$ cat config.mk
export PLATFORM = sky130hd
export DESIGN_NAME = spi_ram_burst
export DESIGN_NICKNAME = d
export VERILOG_FILES = /design/src/rtl/spi_ram_pkg.sv /design/src/rtl/spi_ram_mem.sv /design/src/rtl/spi_ram_burst.sv
export SDC_FILE = /design/constraint.sdc
export NUM_CORES = 2
export LEC_CHECK = 0
export ABC_CLOCK_PERIOD_IN_PS = 6100
export BUFFER_PORTS_ARGS = -buffer_cell sky130_fd_sc_hd__buf_2
export CAP_MARGIN = 30
export CORE_UTILIZATION = 25
export CTS_BUF_LIST = sky130_fd_sc_hd__clkbuf_4 sky130_fd_sc_hd__clkbuf_8 sky130_fd_sc_hd__clkbuf_16
export DETAILED_ROUTE_END_ITERATION = 7
export GPL_TIMING_DRIVEN = 1
export MAX_ROUTING_LAYER = met4
export PLACE_DENSITY = 0.35
export SYNTH_ARGS = -nofsm -noshare
export SYNTH_HDL_FRONTEND = slang
export SYNTH_SLANG_ARGS = --single-unit
$ cat constraint.sdc
create_clock -name clk -period 6.1 [get_ports clk]
set_clock_uncertainty 0.2 [all_clocks]
set_input_delay 0.915 -clock clk [delete_from_list [all_inputs] [get_ports clk]]
set_output_delay 0.915 -clock clk [all_outputs]
set_load 0.02 [all_outputs]
$ cat src/rtl/spi_ram_pkg.sv
// Shared types for the SPI-fed burst RAM: command encoding and read-control state.
// No logic; imported by the top level.
package spi_ram_pkg;

    localparam int CMD_W = 2;

    typedef enum logic [CMD_W-1:0] {
        WR_ADDR = 2'b00,
        WR_DATA = 2'b01,
        RD_ADDR = 2'b10,
        RD_DATA = 2'b11
    } cmd_e;

    typedef enum logic {
        IDLE  = 1'b0,
        ARMED = 1'b1
    } state_e;

endpackage

$ cat src/rtl/spi_ram_mem.sv
// Single-port word RAM with a registered read port; array contents are never reset.
// Latency: read data valid the cycle after re; write lands on the same edge as we.
// Backpressure: none, one access per cycle, caller never issues we and re together.
module spi_ram_mem #(
    parameter int DATA_W    = 8,
    parameter int ADDR_W    = 8,
    parameter int MEM_DEPTH = 256
) (
    input  logic              clk,
    input  logic              rst,
    input  logic              we,
    input  logic              re,
    input  logic [ADDR_W-1:0] addr,
    input  logic [DATA_W-1:0] wdata,
    output logic [DATA_W-1:0] rdata
);

    logic [DATA_W-1:0] mem [MEM_DEPTH];

    always_ff @(posedge clk) begin
        if (we) begin
            mem[addr] <= wdata;
        end
    end

    // Only the output register clears; it holds between reads.
    always_ff @(posedge clk) begin
        if (rst) begin
            rdata <= '0;
        end else if (re) begin
            rdata <= mem[addr];
        end
    end

endmodule

$ cat src/rtl/spi_ram_burst.sv
// Command-driven RAM: address/data writes and armed, auto-incrementing burst reads.
// Latency: read data and err both appear one cycle after the accepting edge.
// Backpressure: none, a command is taken every cycle rx_valid is high.
module spi_ram_burst
    import spi_ram_pkg::*;
#(
    parameter int DATA_W    = 8,
    parameter int ADDR_W    = 8,
    parameter int MEM_DEPTH = 256,
    parameter int AUTO_INC  = 1
) (
    input  logic              clk,
    input  logic              rst,
    input  logic              rx_valid,
    input  logic [DATA_W+1:0] din,
    output logic [DATA_W-1:0] dout,
    output logic              tx_valid,
    output logic              err
);

    cmd_e              cmd;
    logic [DATA_W-1:0] payload;
    logic [ADDR_W-1:0] pay_addr;
    logic              pay_ok;
    logic [ADDR_W-1:0] wr_addr, wr_addr_nxt;
    logic [ADDR_W-1:0] rd_addr, rd_addr_nxt;
    logic [ADDR_W-1:0] mem_addr;
    logic              mem_we, mem_re, err_nxt;
    state_e            state, state_nxt;

    assign cmd     = cmd_e'(din[DATA_W+1:DATA_W]);
    assign payload = din[DATA_W-1:0];

    generate
        if (DATA_W >= ADDR_W) begin : g_slice
            assign pay_addr = payload[ADDR_W-1:0];
        end else begin : g_pad
            assign pay_addr = {{(ADDR_W-DATA_W){1'b0}}, payload};
        end
    endgenerate

    assign pay_ok = ({1'b0, pay_addr} < (ADDR_W+1)'(MEM_DEPTH));

    // Post-access increment wraps at the last populated word, not at 2**ADDR_W.
    function automatic logic [ADDR_W-1:0] bump(input logic [ADDR_W-1:0] a);
        if (AUTO_INC == 0) begin
            return a;
        end else if (a == ADDR_W'(MEM_DEPTH - 1)) begin
            return '0;
        end else begin
            return a + ADDR_W'(1);
        end
    endfunction

    always_comb begin
        wr_addr_nxt = wr_addr;
        rd_addr_nxt = rd_addr;
        state_nxt   = state;
        mem_we      = 1'b0;
        mem_re      = 1'b0;
        mem_addr    = rd_addr;
        err_nxt     = 1'b0;
        if (rx_valid) begin
            case (cmd)
                WR_ADDR: begin
                    if (pay_ok) wr_addr_nxt = pay_addr;
                    else        err_nxt     = 1'b1;
                end
                WR_DATA: begin
                    mem_we      = 1'b1;
                    mem_addr    = wr_addr;
                    wr_addr_nxt = bump(wr_addr);
                end
                RD_ADDR: begin
                    if (pay_ok) begin
                        rd_addr_nxt = pay_addr;
                        state_nxt   = ARMED;
                    end else begin
                        err_nxt = 1'b1;
                    end
                end
                RD_DATA: begin
                    if (state == ARMED) begin
                        mem_re      = 1'b1;
                        rd_addr_nxt = bump(rd_addr);
                    end else begin
                        err_nxt = 1'b1;
                    end
                end
                default: ;
            endcase
        end
    end

    always_ff @(posedge clk) begin
        if (rst) begin
            state    <= IDLE;
            wr_addr  <= '0;
            rd_addr  <= '0;
            tx_valid <= 1'b0;
            err      <= 1'b0;
        end else begin
            state    <= state_nxt;
            wr_addr  <= wr_addr_nxt;
            rd_addr  <= rd_addr_nxt;
            tx_valid <= mem_re;
            err      <= err_nxt;
        end
    end

    spi_ram_mem #(
        .DATA_W   (DATA_W),
        .ADDR_W   (ADDR_W),
        .MEM_DEPTH(MEM_DEPTH)
    ) u_mem (
        .clk  (clk),
        .rst  (rst),
        .we   (mem_we && !rst),
        .re   (mem_re),
        .addr (mem_addr),
        .wdata(payload),
        .rdata(dout)
    );

endmodule

---- Word level (Yosys, flattened, before mapping) ----
Memories as Yosys holds them, arrays and structs flattened. A register that Yosys moved wholly into a read port is not among the register bits.
Index checks and enable logic that the tools add are counted.
storage, ports and cells
  register bits after elaboration ......... 19
  bits in latches ......................... 0
  memory bits (writable) .................. 2048
  ROM bits ................................ 0
  input port bits ......................... 13
  logic and storage cells ................. 40
  memories kept ........................... 1
operators by class
  add/subtract/negate cells ............... 2
  $mul .................................... 0
  div/mod/pow operators ................... 0
  $lt $le $gt $ge ......................... 0
  equal/unequal tests ..................... 6
  shift operators ......................... 0
  muxes and demuxes ....................... 15
  bitwise logic cells ..................... 2
  reductions and logical operators ........ 9
memories
  name       depth  bits a word  read ports  clocked after Yosys merged registers in  write ports  line               source
  u_mem.mem  256    8            1           1                                        1            spi_ram_mem.sv:18  logic [DATA_W-1:0] mem [MEM_DEPTH];
operators by type and width
  kind                                                  count
  two-way mux 8 bit                                     5
  one-hot mux 8 bit (2 select lines)                    2
  adder 8 x 1 -> 8 bit (second input constant)          2
  equality test 8 bit (second input constant)           2
  two-way mux 1 bit                                     8
  equality test 2 bit (second input constant)           2
  AND reduction 2 bit                                   2
  nonzero test 2 bit                                    2
  AND reduction 3 bit                                   1
  OR reduction 3 bit                                    1
  equality test 2 x 1 -> 1 bit (second input constant)  1
  logical NOT 2 bit                                     1
  != test 2 bit (second input constant)                 1
  inverter 1 bit                                        2
  logical AND 1 bit                                     1
  logical NOT 1 bit                                     1

---- Logic depth before layout (Yosys ltp) ----
  word-level depth ........................ 6
  gate-level depth with buffers ........... 16

---- By module ----
From an unflattened synthesis, not the netlist that was laid out.
unflattened totals
  cells, all modules ...................... 3967
  area total of the unflattened synthesis .. 81388.1 sq um
modules (own cells, without submodules)
  module         times used  cells each  area each (sq um)  sequential area each (sq um)
  spi_ram_mem    1           3813        80143.1            61659.1
  spi_ram_burst  1           154         1244.9             380.4

---- Least setup slack after synthesis ----
OpenSTA, ideal clock, no wires.
  path kind ............................... input-to-reg
  from .................................... input rx_valid
  to ...................................... memory u_mem.mem[108][0], enable pin
  library setup time ...................... 0.370 ns
  data arrival time ....................... 3.373 ns
  data required time ...................... 5.530 ns
  slack ................................... 2.157 ns
  stages on the path ...................... 14
  cell sequence ........................... buf_2 > and4b_1 > buf_2 > a21o_4 > buf_6 > buf_8 > buf_6 > buf_6 > buf_4 > buf_4 > nor2_2 > nand2_1 > buf_2 > nor2_1
between the ends
  word-level cells in the longest chain between the ends .. 4
  elaborated cells on any way between the ends .. 5
  classes of those cells .................. 4 x mux; 1 x reduce/logical
ends and longest elaborated chain
  what                                     line                  source
  from (decl)                              spi_ram_burst.sv:14   input logic rx_valid,
  two-way mux 1 bit                        spi_ram_burst.sv:63   if (rx_valid) begin
  logical AND 1 bit                        spi_ram_burst.sv:118  .we (mem_we && !rst),
  two-way mux 1 bit                        spi_ram_mem.sv:21     if (we) begin
  two-way mux 1 bit (not written as such)  spi_ram_mem.sv:22     mem[addr] <= wdata;
  to (decl)                                spi_ram_mem.sv:18
Parallel ways exist; a longest one is shown, timed or not.

---- Worst setup path in the final report ----
  from .................................... input din[8]
  to ...................................... register u_mem.rdata[1], read port of u_mem.mem
between the ends
  word-level cells in the longest chain between the ends .. 3
  elaborated cells on any way between the ends .. 6
  classes of those cells .................. 2 x eq/ne; 4 x mux
ends and longest elaborated chain
  what                                                                 line                 source
  from (decl)                                                          spi_ram_burst.sv:15  input logic [DATA_W+1:0] din,
  equality test 2 x 1 -> 1 bit or equality test 2 bit (tied branches)  spi_ram_burst.sv:64  case (cmd)
  two-way mux 8 bit or two-way mux 1 bit (tied branches)               spi_ram_burst.sv:64
  two-way mux 8 bit or two-way mux 1 bit (tied branches)               spi_ram_burst.sv:63
  to (decl)                                                            spi_ram_mem.sv:15    output logic [DATA_W-1:0] rdata
Parallel ways exist; a longest one is shown, timed or not.
A chain may end at the register's enable or synchronous reset.

==> run summary <==
Rows: 211
RSZ-0062 raised after global routing: false
post-layout min period: 5.13 ns
1st-pass router iterations: 5
# clock sinks: 2,075
crit path kind: in2reg
Resize count post-CTS: 0
Worst Path Max Fanout: 19
Syn. warnings: 0
accumulated negative setup slack: 0 ns
Hold Violations, Final: 0
RePlAce Congestion: 0.824
initial antenna violation count: 15
IO Pins: 23
clock-pin slew on the worst setup and hold paths: 0.06 ns
residual DRC count: 0
routed length per instance: 29.0 um
number of nets still failing antenna checks after routing: 0
Via density: 4.78
clock buffer count from CTS: 237
post-detail-place hpwl: 198,000 um
Hold WS: 0.181 ns
GR Util met1: 26.2%
first-pass GRT wire length: 431,000 um
fin. max-slew vios: 0
Die Area: 0.334 mm^2
Fill cells: 33,000
Layout Cells excl Fill: 10,700
largest net degree at the start of global routing: 136
TritonCTS clock tree: built
Max transition margin: 25.7%
CP Launch Type: primary input
grt ovf: 0
cell count after synthesis: 5,836
routed vias: 51,300
Hold Crit Class: in2reg
Main synth FF type: edfxtp_1
CTS H-tree depth: 4
final setup fails: 0
CP Capture Type: flip-flop
dpl cells: 10,300
PD cells: 323 mW/mm^2
async set or reset register ratio after synthesis: 0%
Mapped Area: 0.0829 mm^2
Detailed Route Iter0 Violations: 4,331
clock root buffer: clkbuf_16
Post-synth EDFFs: 2,048
Leakage: 31.7 nW
slew of the pin with the lowest slew margin: 1.11 ns
gr usage total: 18.9%
CTS max path bufs: 4
max cap viols: 0
Die Ht: 578 um
Die Wd: 578 um
Critical Path RT: 6.68 ns
PortBufs: 22
Syn Area/Cell: 14.2 um^2
# hold bufs at CTS: 0
syn nets: 5,851
Worst Reg-to-Reg Cells: 10
Tcrit/Tclk final: 84.1%
WP data arrival: 5.71 ns
initial core utilization: 25.1%
register bit total from synthesis: 2,075
met3 Usage GRT: 2.10%
met2 usage in global routing: 29.7%
Area growth, synth to finish: 18.5%
Final #Nets: 6,188
Post-CTS Setup Inserts: 0
share of layout cells above drive strength 1: 15.3%
total wire length: 311,000 um
gr busiest metal: met2
core area: 0.330 mm^2
Peak VDD IR: 0.000243 V
status: finished, final reports clean
Yosys cell types: 78
fmax: 0.195 GHz
vias in the first global route: 50,600
Pwr Total: 0.0317 W
worst skew pair latency: 0.95 ns
Seq/Total Area, Yosys: 74.8%
Hold Crit Depth: 3
layer usage:
metal / vias up / routed length (um)
li1: 22700 / -
met1: 26900 / 144000
met2: 1357 / 145000
met3: 353 / 14400
met4: 0 / 7750
met5: - / 0
critical path, cell delays in order:
cell	delay, ns
buf_2	0.24
nand3b_4	0.41
buf_4	0.38
mux2i_2	0.85
nor2_4	0.39
buf_4	0.32
o21ai_0	0.08
a31oi_1	0.16
nand3_1	0.23
nand4_1	0.54
a2111oi_1	0.94
a311oi_1	0.19
synthesized netlist by cell type, types with 17 or more instances:
master | number | share of area [%]
o22ai_1 | 36 | 0.27
a32oi_1 | 25 | 0.26
edfxtp_1 | 2048 | 74
buf_1 | 20 | 0.091
buf_6 | 28 | 0.38
mux4_2 | 64 | 1.7
a311oi_1 | 18 | 0.19
and3_1 | 54 | 0.41
nor2_1 | 311 | 1.4
buf_2 | 157 | 0.95
mux2_2 | 23 | 0.31
nand3_1 | 618 | 3.7
a21oi_1 | 92 | 0.56
nand2_1 | 1365 | 6.2
o221ai_1 | 63 | 0.67
nand4_1 | 43 | 0.32
nor4_1 | 17 | 0.13
a22oi_1 | 32 | 0.29
a31oi_1 | 149 | 1.1
mux2i_1 | 249 | 3.0
o21ai_0 | 59 | 0.36
dfxtp_1 | 27 | 0.65
buf_4 | 82 | 0.74
clkbuf_1 | 82 | 0.37
state kept, by name, indices dropped and copies added (netlist names):
register and flops:
u_mem.rdata 8, u_mem.mem 2048, wr_addr 8, tx_valid 1
rd_addr 8, err 1, state 1
cell usage in the layout (no fill, tap or decap), drive strengths merged, types with 4 or more instances in the layout:
master / n
a2111oi: 18
a211oi: 14
a21oi: 94
a221oi: 5
a22oi: 32
a311o: 5
a311oi: 18
a31oi: 150
a32oi: 25
and3: 54
buf: 467
bufinv: 15
clkbuf: 309
clkinv: 102
dfxtp: 27
diode: 6
edfxtp: 2048
inv: 12
mux2: 25
mux2i: 253
mux4: 64
nand2: 1366
nand2b: 13
nand3: 621
nand4: 43
nand4b: 5
nor2: 316
nor2b: 6
nor3: 16
nor4: 17
o2111ai: 13
o211ai: 7
o21ai: 63
o221ai: 63
o22ai: 36
o31ai: 4
or3: 4
where the power goes:
part           internal [W]  total [W]  switching [W]  leakage, nW
sequential           0.0157     0.0157      0.0000227         18.6
clock               0.00814     0.0141        0.00596         3.81
combinational      0.000501    0.00192        0.00142         9.29
cell families after synthesis:
| family | after synthesis | share of synthesized area, % |
|---|---|---|
| AOI/OAI and AO/OA | 559 | 4.63 |
| DFF | 2075 | 74.8 |
| xor gates and xnor gates | 1 | 0.0106 |
| and+or+nand+nor | 2479 | 12.8 |
| adders and majority gates | 2 | 0.0302 |
| buffers and inverters | 378 | 2.59 |
| muxes | 342 | 5.18 |
metrics by stage:
step | instance area, um^2 | worst slack [ns] | utilization, %
after global placement | 90500 | 0.0167 | 27.4
after floorplan | 82900 | 2.16 | -
after global routing | 98300 | 0.923 | 29.8
after CTS | 98200 | 1.04 | 29.7
after detailed placement | 90600 | 0.101 | 27.4
final | 98300 | 0.972 | 29.8
final cells by class:
type | instances | area (um^2) | share of cell area (%)
Antenna cell | 6 | 15.0 | 0.0153
Clock buffer | 308 | 6520 | 6.63
Clock inverter | 124 | 1100 | 1.11
Inverter | 8 | 30.0 | 0.0305
Multi-Input combinational cell | 3383 | 18900 | 19.3
Sequential cell | 2075 | 62000 | 63.1
Tap cell | 4366 | 5460 | 5.56
Timing Repair Buffer | 468 | 4220 | 4.29
path summary, 6_finish.rpt:
kind / to / start / slack [ns]
setup / recovery: u_mem.rdata[1] / din[8] / 0.97
hold / removal: err / rx_valid / 0.18
setup reg to reg: u_mem.rdata[1] / wr_addr[1] / 1.07
hold reg to reg: err / state / 0.29
Power figures use the tool's default switching activity.
